==> src/rtl/mod_counter_pkg.sv <==
`default_nettype none
// ============================================================================
//  Module      : mod_counter_pkg
//  Description : Shared types and constants for the mod_counter block.
//                Holds the RUN/DONE state type plus the mode and direction
//                encodings used on the mode and up_dn inputs.
//  Revision    : 1.0 - initial release
// ============================================================================
package mod_counter_pkg;

   typedef enum logic [0:0] {
      RUN  = 1'b0,
      DONE = 1'b1
   } state_e;

   localparam logic MODE_WRAP    = 1'b0;
   localparam logic MODE_ONESHOT = 1'b1;

   localparam logic DIR_DOWN = 1'b0;
   localparam logic DIR_UP   = 1'b1;

endpackage
`default_nettype wire

==> src/rtl/mod_counter_if.sv <==
`default_nettype none
// ============================================================================
//  Module      : mod_counter_if
//  Description : Control/status bundle of the modulo counter.
//                master : drives en, up_dn, mode, prescale, max_val, load,
//                         load_val; observes out, tc, done.
//                slave  : the counter itself (mirror directions).
//  Revision    : 1.0 - initial release
// ============================================================================
interface mod_counter_if #(
   parameter int WIDTH = 8,
   parameter int PRE_W = 8
);
   logic             en;
   logic             up_dn;
   logic             mode;
   logic [PRE_W-1:0] prescale;
   logic [WIDTH-1:0] max_val;
   logic             load;
   logic [WIDTH-1:0] load_val;
   logic [WIDTH-1:0] out;
   logic             tc;
   logic             done;

   modport master (
      output en, up_dn, mode, prescale, max_val, load, load_val,
      input  out, tc, done
   );

   modport slave (
      input  en, up_dn, mode, prescale, max_val, load, load_val,
      output out, tc, done
   );
endinterface
`default_nettype wire

==> src/rtl/mod_counter_tick_prescaler.sv <==
`default_nettype none
// ============================================================================
//  Module      : tick_prescaler
//  Description : Enable-gated prescaler. Emits one tick every prescale+1
//                enabled cycles (every enabled cycle when prescale = 0).
//  Ports       : clk, rst      - clock, synchronous active-high reset
//                en            - count enable; en=0 freezes the phase
//                clr           - synchronous clear of the phase counter
//                prescale      - divisor minus one
//                tick          - combinational, derived from registered pcnt
//  Revision    : 1.0 - initial release
// ============================================================================
module tick_prescaler #(
   parameter int PRE_W = 8
) (
   input  wire logic             clk,
   input  wire logic             rst,
   input  wire logic             en,
   input  wire logic             clr,
   input  wire logic [PRE_W-1:0] prescale,
   output logic                  tick
);

   logic [PRE_W-1:0] pcnt_q;
   logic [PRE_W-1:0] pcnt_d;

   // >= rather than == so that lowering prescale below the current phase
   // fires on the very next enabled cycle instead of running to wrap-around.
   assign tick = en && (pcnt_q >= prescale);

   always_comb begin
      pcnt_d = pcnt_q;
      if (clr) begin
         pcnt_d = '0;
      end else if (tick) begin
         pcnt_d = '0;
      end else if (en) begin
         pcnt_d = pcnt_q + PRE_W'(1);
      end
   end

   always_ff @(posedge clk) begin
      if (rst) begin
         pcnt_q <= '0;
      end else begin
         pcnt_q <= pcnt_d;
      end
   end

endmodule
`default_nettype wire

==> src/rtl/mod_counter.sv <==
`default_nettype none
// ============================================================================
//  Module      : mod_counter
//  Description : Parametrised up/down modulo counter with prescaler,
//                parallel load, wrap or one-shot mode and a registered
//                terminal-count pulse.
//  Ports       : clk, rst - clock, synchronous active-high reset
//                bus      - mod_counter_if.slave:
//                           en, up_dn, mode, prescale, max_val, load,
//                           load_val in; out, tc, done out (all registered)
//  Revision    : 1.0 - initial release
// ============================================================================
module mod_counter
   import mod_counter_pkg::*;
#(
   parameter int WIDTH = 8,
   parameter int PRE_W = 8
) (
   input  wire logic     clk,
   input  wire logic     rst,
   mod_counter_if.slave  bus
);

   state_e           state_q, state_d;
   logic [WIDTH-1:0] out_q, out_d;
   logic             tc_q, tc_d;
   logic             done_q, done_d;
   logic             tick;
   logic             terminal;

   tick_prescaler #(
      .PRE_W (PRE_W)
   ) u_prescaler (
      .clk      (clk),
      .rst      (rst),
      .en       (bus.en),
      .clr      (bus.load),
      .prescale (bus.prescale),
      .tick     (tick)
   );

   // Terminal test follows the direction sampled on this edge. Counting up
   // uses >= so a value loaded above max_val wraps on its first tick.
   assign terminal = (bus.up_dn == DIR_UP) ? (out_q >= bus.max_val)
                                           : (out_q == '0);

   always_comb begin
      state_d = state_q;
      out_d   = out_q;
      tc_d    = 1'b0;
      done_d  = done_q;

      if (bus.load) begin
         out_d   = bus.load_val;
         done_d  = 1'b0;
         state_d = RUN;
      end else begin
         case (state_q)
            RUN: begin
               if (tick) begin
                  if (terminal) begin
                     tc_d = 1'b1;
                     if (bus.mode == MODE_ONESHOT) begin
                        state_d = DONE;
                        done_d  = 1'b1;
                     end else if (bus.up_dn == DIR_UP) begin
                        out_d = '0;
                     end else begin
                        out_d = bus.max_val;
                     end
                  end else if (bus.up_dn == DIR_UP) begin
                     out_d = out_q + WIDTH'(1);
                  end else begin
                     out_d = out_q - WIDTH'(1);
                  end
               end
            end
            // Halted: only load or rst leave this state, even if mode
            // returns to wrap.
            DONE: begin
               state_d = DONE;
            end
            default: begin
               state_d = RUN;
            end
         endcase
      end
   end

   always_ff @(posedge clk) begin
      if (rst) begin
         state_q <= RUN;
         out_q   <= '0;
         tc_q    <= 1'b0;
         done_q  <= 1'b0;
      end else begin
         state_q <= state_d;
         out_q   <= out_d;
         tc_q    <= tc_d;
         done_q  <= done_d;
      end
   end

   assign bus.out  = out_q;
   assign bus.tc   = tc_q;
   assign bus.done = done_q;

endmodule
`default_nettype wire

==> src/flat_wrapper.sv <==
// flat-port wrapper written by rule: the top's interface ports become plain ports
module mod_counter_flat import mod_counter_pkg::*;
#(
   parameter int WIDTH = 8,
   parameter int PRE_W = 8
)
  (clk, rst, bus_en, bus_up_dn, bus_mode, bus_prescale, bus_max_val, bus_load, bus_load_val, bus_out, bus_tc, bus_done);
  mod_counter_if #(.WIDTH(WIDTH), .PRE_W(PRE_W)) bus_i ();
  input  wire logic clk;
  input  wire logic rst;
  input wire logic [$bits(bus_i.en)-1:0] bus_en;
  input wire logic [$bits(bus_i.up_dn)-1:0] bus_up_dn;
  input wire logic [$bits(bus_i.mode)-1:0] bus_mode;
  input wire logic [$bits(bus_i.prescale)-1:0] bus_prescale;
  input wire logic [$bits(bus_i.max_val)-1:0] bus_max_val;
  input wire logic [$bits(bus_i.load)-1:0] bus_load;
  input wire logic [$bits(bus_i.load_val)-1:0] bus_load_val;
  output wire logic [$bits(bus_i.out)-1:0] bus_out;
  output wire logic [$bits(bus_i.tc)-1:0] bus_tc;
  output wire logic [$bits(bus_i.done)-1:0] bus_done;
  assign bus_i.en = bus_en;
  assign bus_i.up_dn = bus_up_dn;
  assign bus_i.mode = bus_mode;
  assign bus_i.prescale = bus_prescale;
  assign bus_i.max_val = bus_max_val;
  assign bus_i.load = bus_load;
  assign bus_i.load_val = bus_load_val;
  assign bus_out = bus_i.out;
  assign bus_tc = bus_i.tc;
  assign bus_done = bus_i.done;
  mod_counter #(.WIDTH(WIDTH), .PRE_W(PRE_W)) u_core (.clk(clk), .rst(rst), .bus(bus_i));
endmodule
==> config.mk <==
export PLATFORM = sky130hd
export DESIGN_NAME = mod_counter_flat
export DESIGN_NICKNAME = d
export VERILOG_FILES = /design/src/rtl/mod_counter_pkg.sv /design/src/rtl/mod_counter_if.sv /design/src/rtl/mod_counter_tick_prescaler.sv /design/src/rtl/mod_counter.sv /design/src/flat_wrapper.sv
export SDC_FILE = /design/constraint.sdc
export NUM_CORES = 1
export LEC_CHECK = 0
export ABC_AREA = 1
export CAP_MARGIN = 10
export CORE_MARGIN = 4
export CORE_UTILIZATION = 51
export CTS_CLUSTER_SIZE = 28
export DETAILED_ROUTE_END_ITERATION = 12
export HOLD_SLACK_MARGIN = 0.06
export PLACE_DENSITY = 0.87
export SYNTH_ARGS = -nofsm -noshare
export SYNTH_HDL_FRONTEND = slang
export SYNTH_HIERARCHICAL = 1
export SYNTH_SLANG_ARGS = --single-unit
==> constraint.sdc <==
create_clock -name clk -period 2.3 [get_ports clk]
set_input_delay 0.23 -clock clk [delete_from_list [all_inputs] [get_ports clk]]
set_output_delay 0.23 -clock clk [all_outputs]
set_load 0.02 [all_outputs]
==> impl_summary.txt <==
----------------------------------------------------
[CTS]
  TritonCTS clock tree ... yes
  Post-CTS Setup Bufs ... 0
  CTS Hold Buffers Added ... 0
  Clock Path Buffers ... 2
  CTS clock-pin slew for the worst setup and hold paths ... 0.10 ns
  Number of levels in the clock H-tree ... 1
  Latest clock arrival within the worst-skew pair ... 0.30 ns
  CTS buffer count ... 3
  Number of clock sinks ... 19
  Master cell of the clock root buffer ... sky130_fd_sc_hd__clkbuf_4

[Yosys]
  Number of library cell types mapped by synthesis ... 30
  Proportion of register bits with asynchronous set or reset after synthesis ... 0
  Mapped Avg Cell Area ... 6.49 sq um
  Synthesized-area fraction occupied by xor and xnor cells ... 0.0585
  Nets in the synthesized netlist ... 331
  Count leader, synth ... sky130_fd_sc_hd__nand2_1
  Top post-synthesis cells by count ... sky130_fd_sc_hd__nand2_1 (71), sky130_fd_sc_hd__nor2_1 (43), sky130_fd_sc_hd__inv_1 (37)
  Cells after synthesis ... 277
  Proportion of netlist area held by the largest area contributor ... 0.212
  Number of flip-flops and latches in the synthesized netlist ... 19
  Yosys synthesis warning count ... 6
  Post-synth top flop ... sky130_fd_sc_hd__dfxtp_1
  Main combinational cell family by area after synthesis ... simple AND/OR/NAND/NOR gates
  Simple-gate portion of the synthesized area ... 0.380
  Post-synth EDFFs ... 0
  Share of synthesized area spent on multiplexers ... 0.00557
  Sequential cell area fraction in the yosys report ... 0.212
  Synth Area in Compound Gates ... 0.0675
  Post-synthesis instance area ... 1800 sq um
  Share of synthesized cell area in full adder, half adder and majority cells ... 0.171
  Library cell with the largest summed area after synthesis ... sky130_fd_sc_hd__dfxtp_1
  Main area contributors after synthesis ... sky130_fd_sc_hd__dfxtp_1 (21%), sky130_fd_sc_hd__ha_1 (16%), sky130_fd_sc_hd__nand2_1 (15%), sky130_fd_sc_hd__nor2_1 (9.0%), sky130_fd_sc_hd__inv_1 (7.7%)

[Placed design]
  Post-detail-place hpwl ... 3540 um
  Worst slack, placed ... -0.116 ns
  Area after detailed placement ... 2270 sq um
  Instance count after placement with tap cells included ... 366
  Global placer's final weighted congestion ... 0.872
  Port bufs ... 39

[Power]
  P_leak ... 0.00120 uW
  Internal Dissipation ... 594 uW
  Net switching component of the power ... 339 uW
  P per Cell Area ... 405 nW/um^2
  Sequential power share ... 0.393
  Switching power share of the total ... 0.364
  Max IR drop VDD ... 0.000221 V
  Proportion of power drawn by combinational gates ... 0.426
  Part of the total power dissipated in the clock network ... 0.181
  Final total power ... 933 uW

[Die]
  Initial Utilization ... 0.534
  Core Region ... 3360 sq um
  Number of standard-cell rows in the floorplan ... 21
  I/O pin total ... 40
  Full die area ... 4540 sq um
  Overall die height ... 67.4 um
  Die width ... 67.4 um

[Min path]
  Hold-critical path depth ... 2
  Worst min-delay path class ... register to register
  Hold wc startpoint ... u_core/bus.done
  Endpoint of the worst hold path ... u_core/bus.done

[Final layout]
  Final net count ... 379
  Util after Layout ... 0.685
  Proportion of layout cells with a drive suffix above 1 ... 0.0895
  Relative area change from synthesis to final layout ... 28.2%
  Post-Layout Cell Count ... 370
  Final Instance Area ... 2300 sq um
  Total inserted antenna cells ... 0

[Critical path]
  Nature of the critical path endpoint ... register
  Worst reg2reg startpoint ... u_core/u_prescaler/pcnt_q[7]
  R2R cell count ... 14
  Worst reg2reg endpoint ... u_core/bus.out[4]
  Largest fanout on the critical path ... 10
  Arrival time at the worst endpoint ... 2.25 ns
  Critical path start-end classification ... input pin to register
  Required time of the critical path ... 2.49 ns
  Internal reg-to-reg setup slack ... 0.30 ns
  CP Launch Type ... input pin
  Cell chain of the critical path ... clkdlybuf4s50_1 > inv_1 > ha_1 > nand2_1 > nor2_1 > nand4_1 > nand3_1 > nand2_1 > inv_1 > inv_1 > o21ai_2 > nand2_4 > nand2_1 > nand2_1 > nor2_1 > nor2_1
  Slowest CP cell ... sky130_fd_sc_hd__clkdlybuf4s50_1
  Most repeated library cell on the critical path ... sky130_fd_sc_hd__nand2_1
  Critical path's largest stage delay ... 0.45 ns

[Detailed routing]
  Routed len/inst ... 11.7 um
  DRC ... 0
  First-pass DRT Iterations ... 4
  Detailed Route WL ... 4350 um
  Initial drt markers ... 117
  Vias per cell ... 5.02
  Residual antenna-violating net count after detailed routing ... 0
  Detailed-route via count ... 1857

[STA]
  Count of endpoints failing setup in the final report ... 0
  Period utilization ... 0.895
  Highest Clock Rate ... 0.486 GHz
  Transition at the pin with the smallest max-transition slack ... 0.423 ns
  Clock period minus final worst setup slack ... 2.06 ns
  Count of pins over their slew limit ... 0
  Setup clock skew after layout ... 0.00164 ns
  Slack of the critical path ... 0.242 ns
  Worst slew margin ... 0.718
  Hold Fails Final Rpt ... 0
  RSZ-0062 raised after global routing ... false

[Global route]
  Maximum number of pins on one net before global-route repair ... 14
  Total GRT Usage ... 0.203
  First-pass GRT wire length ... 7100 um
  Number of antenna violations at the first check in global routing ... 0
  Via count of the first global-routing pass ... 1726
  GR Overflow Total ... 0

[Flow run]
  # Max-Cap Violations ... 0

[Outcome]
  Result of the run ... complete, no violations

----------------------------------------------------
[sequential cells by signal, indices dropped and copies added (netlist names)]
| register | cells |
|---|---|
| u_core/u_prescaler/pcnt_q | 8 |
| u_core/bus.tc | 1 |
| u_core/bus.out | 8 |
| u_core/state_q | 1 |
| u_core/bus.done | 1 |
[cells by family after synthesis]
group / after synthesis
compound gates: 22
xor+xnor: 12
fa+ha+maj: 24
buf+inv: 46
flops: 19
mux: 1
simple gates: 153
[cell usage in the layout, fill, tap and decap left out, drive strengths merged, types with 8 or more instances in the layout]
cell type / count
o21ai: 8
inv: 42
dfxtp: 19
nor2: 46
buf: 8
ha: 23
nand3: 21
a21oi: 11
nand2: 76
clkdlybuf4s50: 39
[routing by layer]
metal,GRT usage,wire length [um]
met2,0.368,2130
met1,0.243,1910
met3,0.0283,249
met4,0.0684,57
met5,0,0
[cell type report]
type | count | area, sq um
clock buffer | 4 | 26.3
fill | 298 | 1060
tap | 46 | 57.6
timing repair buffer | 47 | 450
multi-input combinational | 212 | 1230
inverter | 42 | 158
sequential | 19 | 380
[per-stage QoR]
step / setup TNS (ns) / hold WS, ns
floorplan: 0 / 0.302
global placement: -0.320 / 0.440
detailed placement: -0.766 / 0.471
CTS: 0 / 0.488
global route: 0 / 0.510
finish: 0 / 0.477
[timing repair]
item / CTS / global route
endpoints found under the setup margin: 0 / 3
endpoints found under the hold margin: 0 / 0
resized for setup: 0 / 1
[worst max path at each step]
| stage | depth (start not counted) | start | endpoint | slack (ns) |
|---|---|---|---|---|
| 3_3_place_gp | 16 | bus_prescale[7] | u_core/bus.out[5] | -0.06 |
| 2_1_floorplan | 16 | u_core/bus.out[0] | u_core/bus.out[5] | 0.43 |
| 5_1_grt | 16 | bus_prescale[7] | u_core/bus.out[7] | 0.01 |
| 3_5_place_dp | 16 | bus_prescale[7] | u_core/bus.out[5] | -0.12 |
| 4_1_cts | 16 | bus_prescale[7] | u_core/bus.out[6] | 0.20 |
| 6_report | 16 | bus_prescale[7] | u_core/bus.out[4] | 0.24 |
[power groups by stage]
stage / Combinational [uW] / Clock, uW / Sequential (uW)
after floorplan: 243 / 0 / 383
after global placement: 382 / 0 / 373
after detailed placement: 395 / 0 / 373
after CTS: 397 / 175 / 366
after global routing: 446 / 186 / 369
final: 397 / 169 / 366
[worst max-delay path: cells and delay by family]
| kind | cells | cell delay (ns) |
|---|---|---|
| AO/OA/AOI/OAI | 1 | 0.19 |
| adder cells (fa/ha/maj) | 1 | 0.29 |
| AND/OR/NAND/NOR | 10 | 0.89 |
| buffers and inverters | 4 | 0.66 |
No activity file was read; power rests on OpenSTA's default activity.
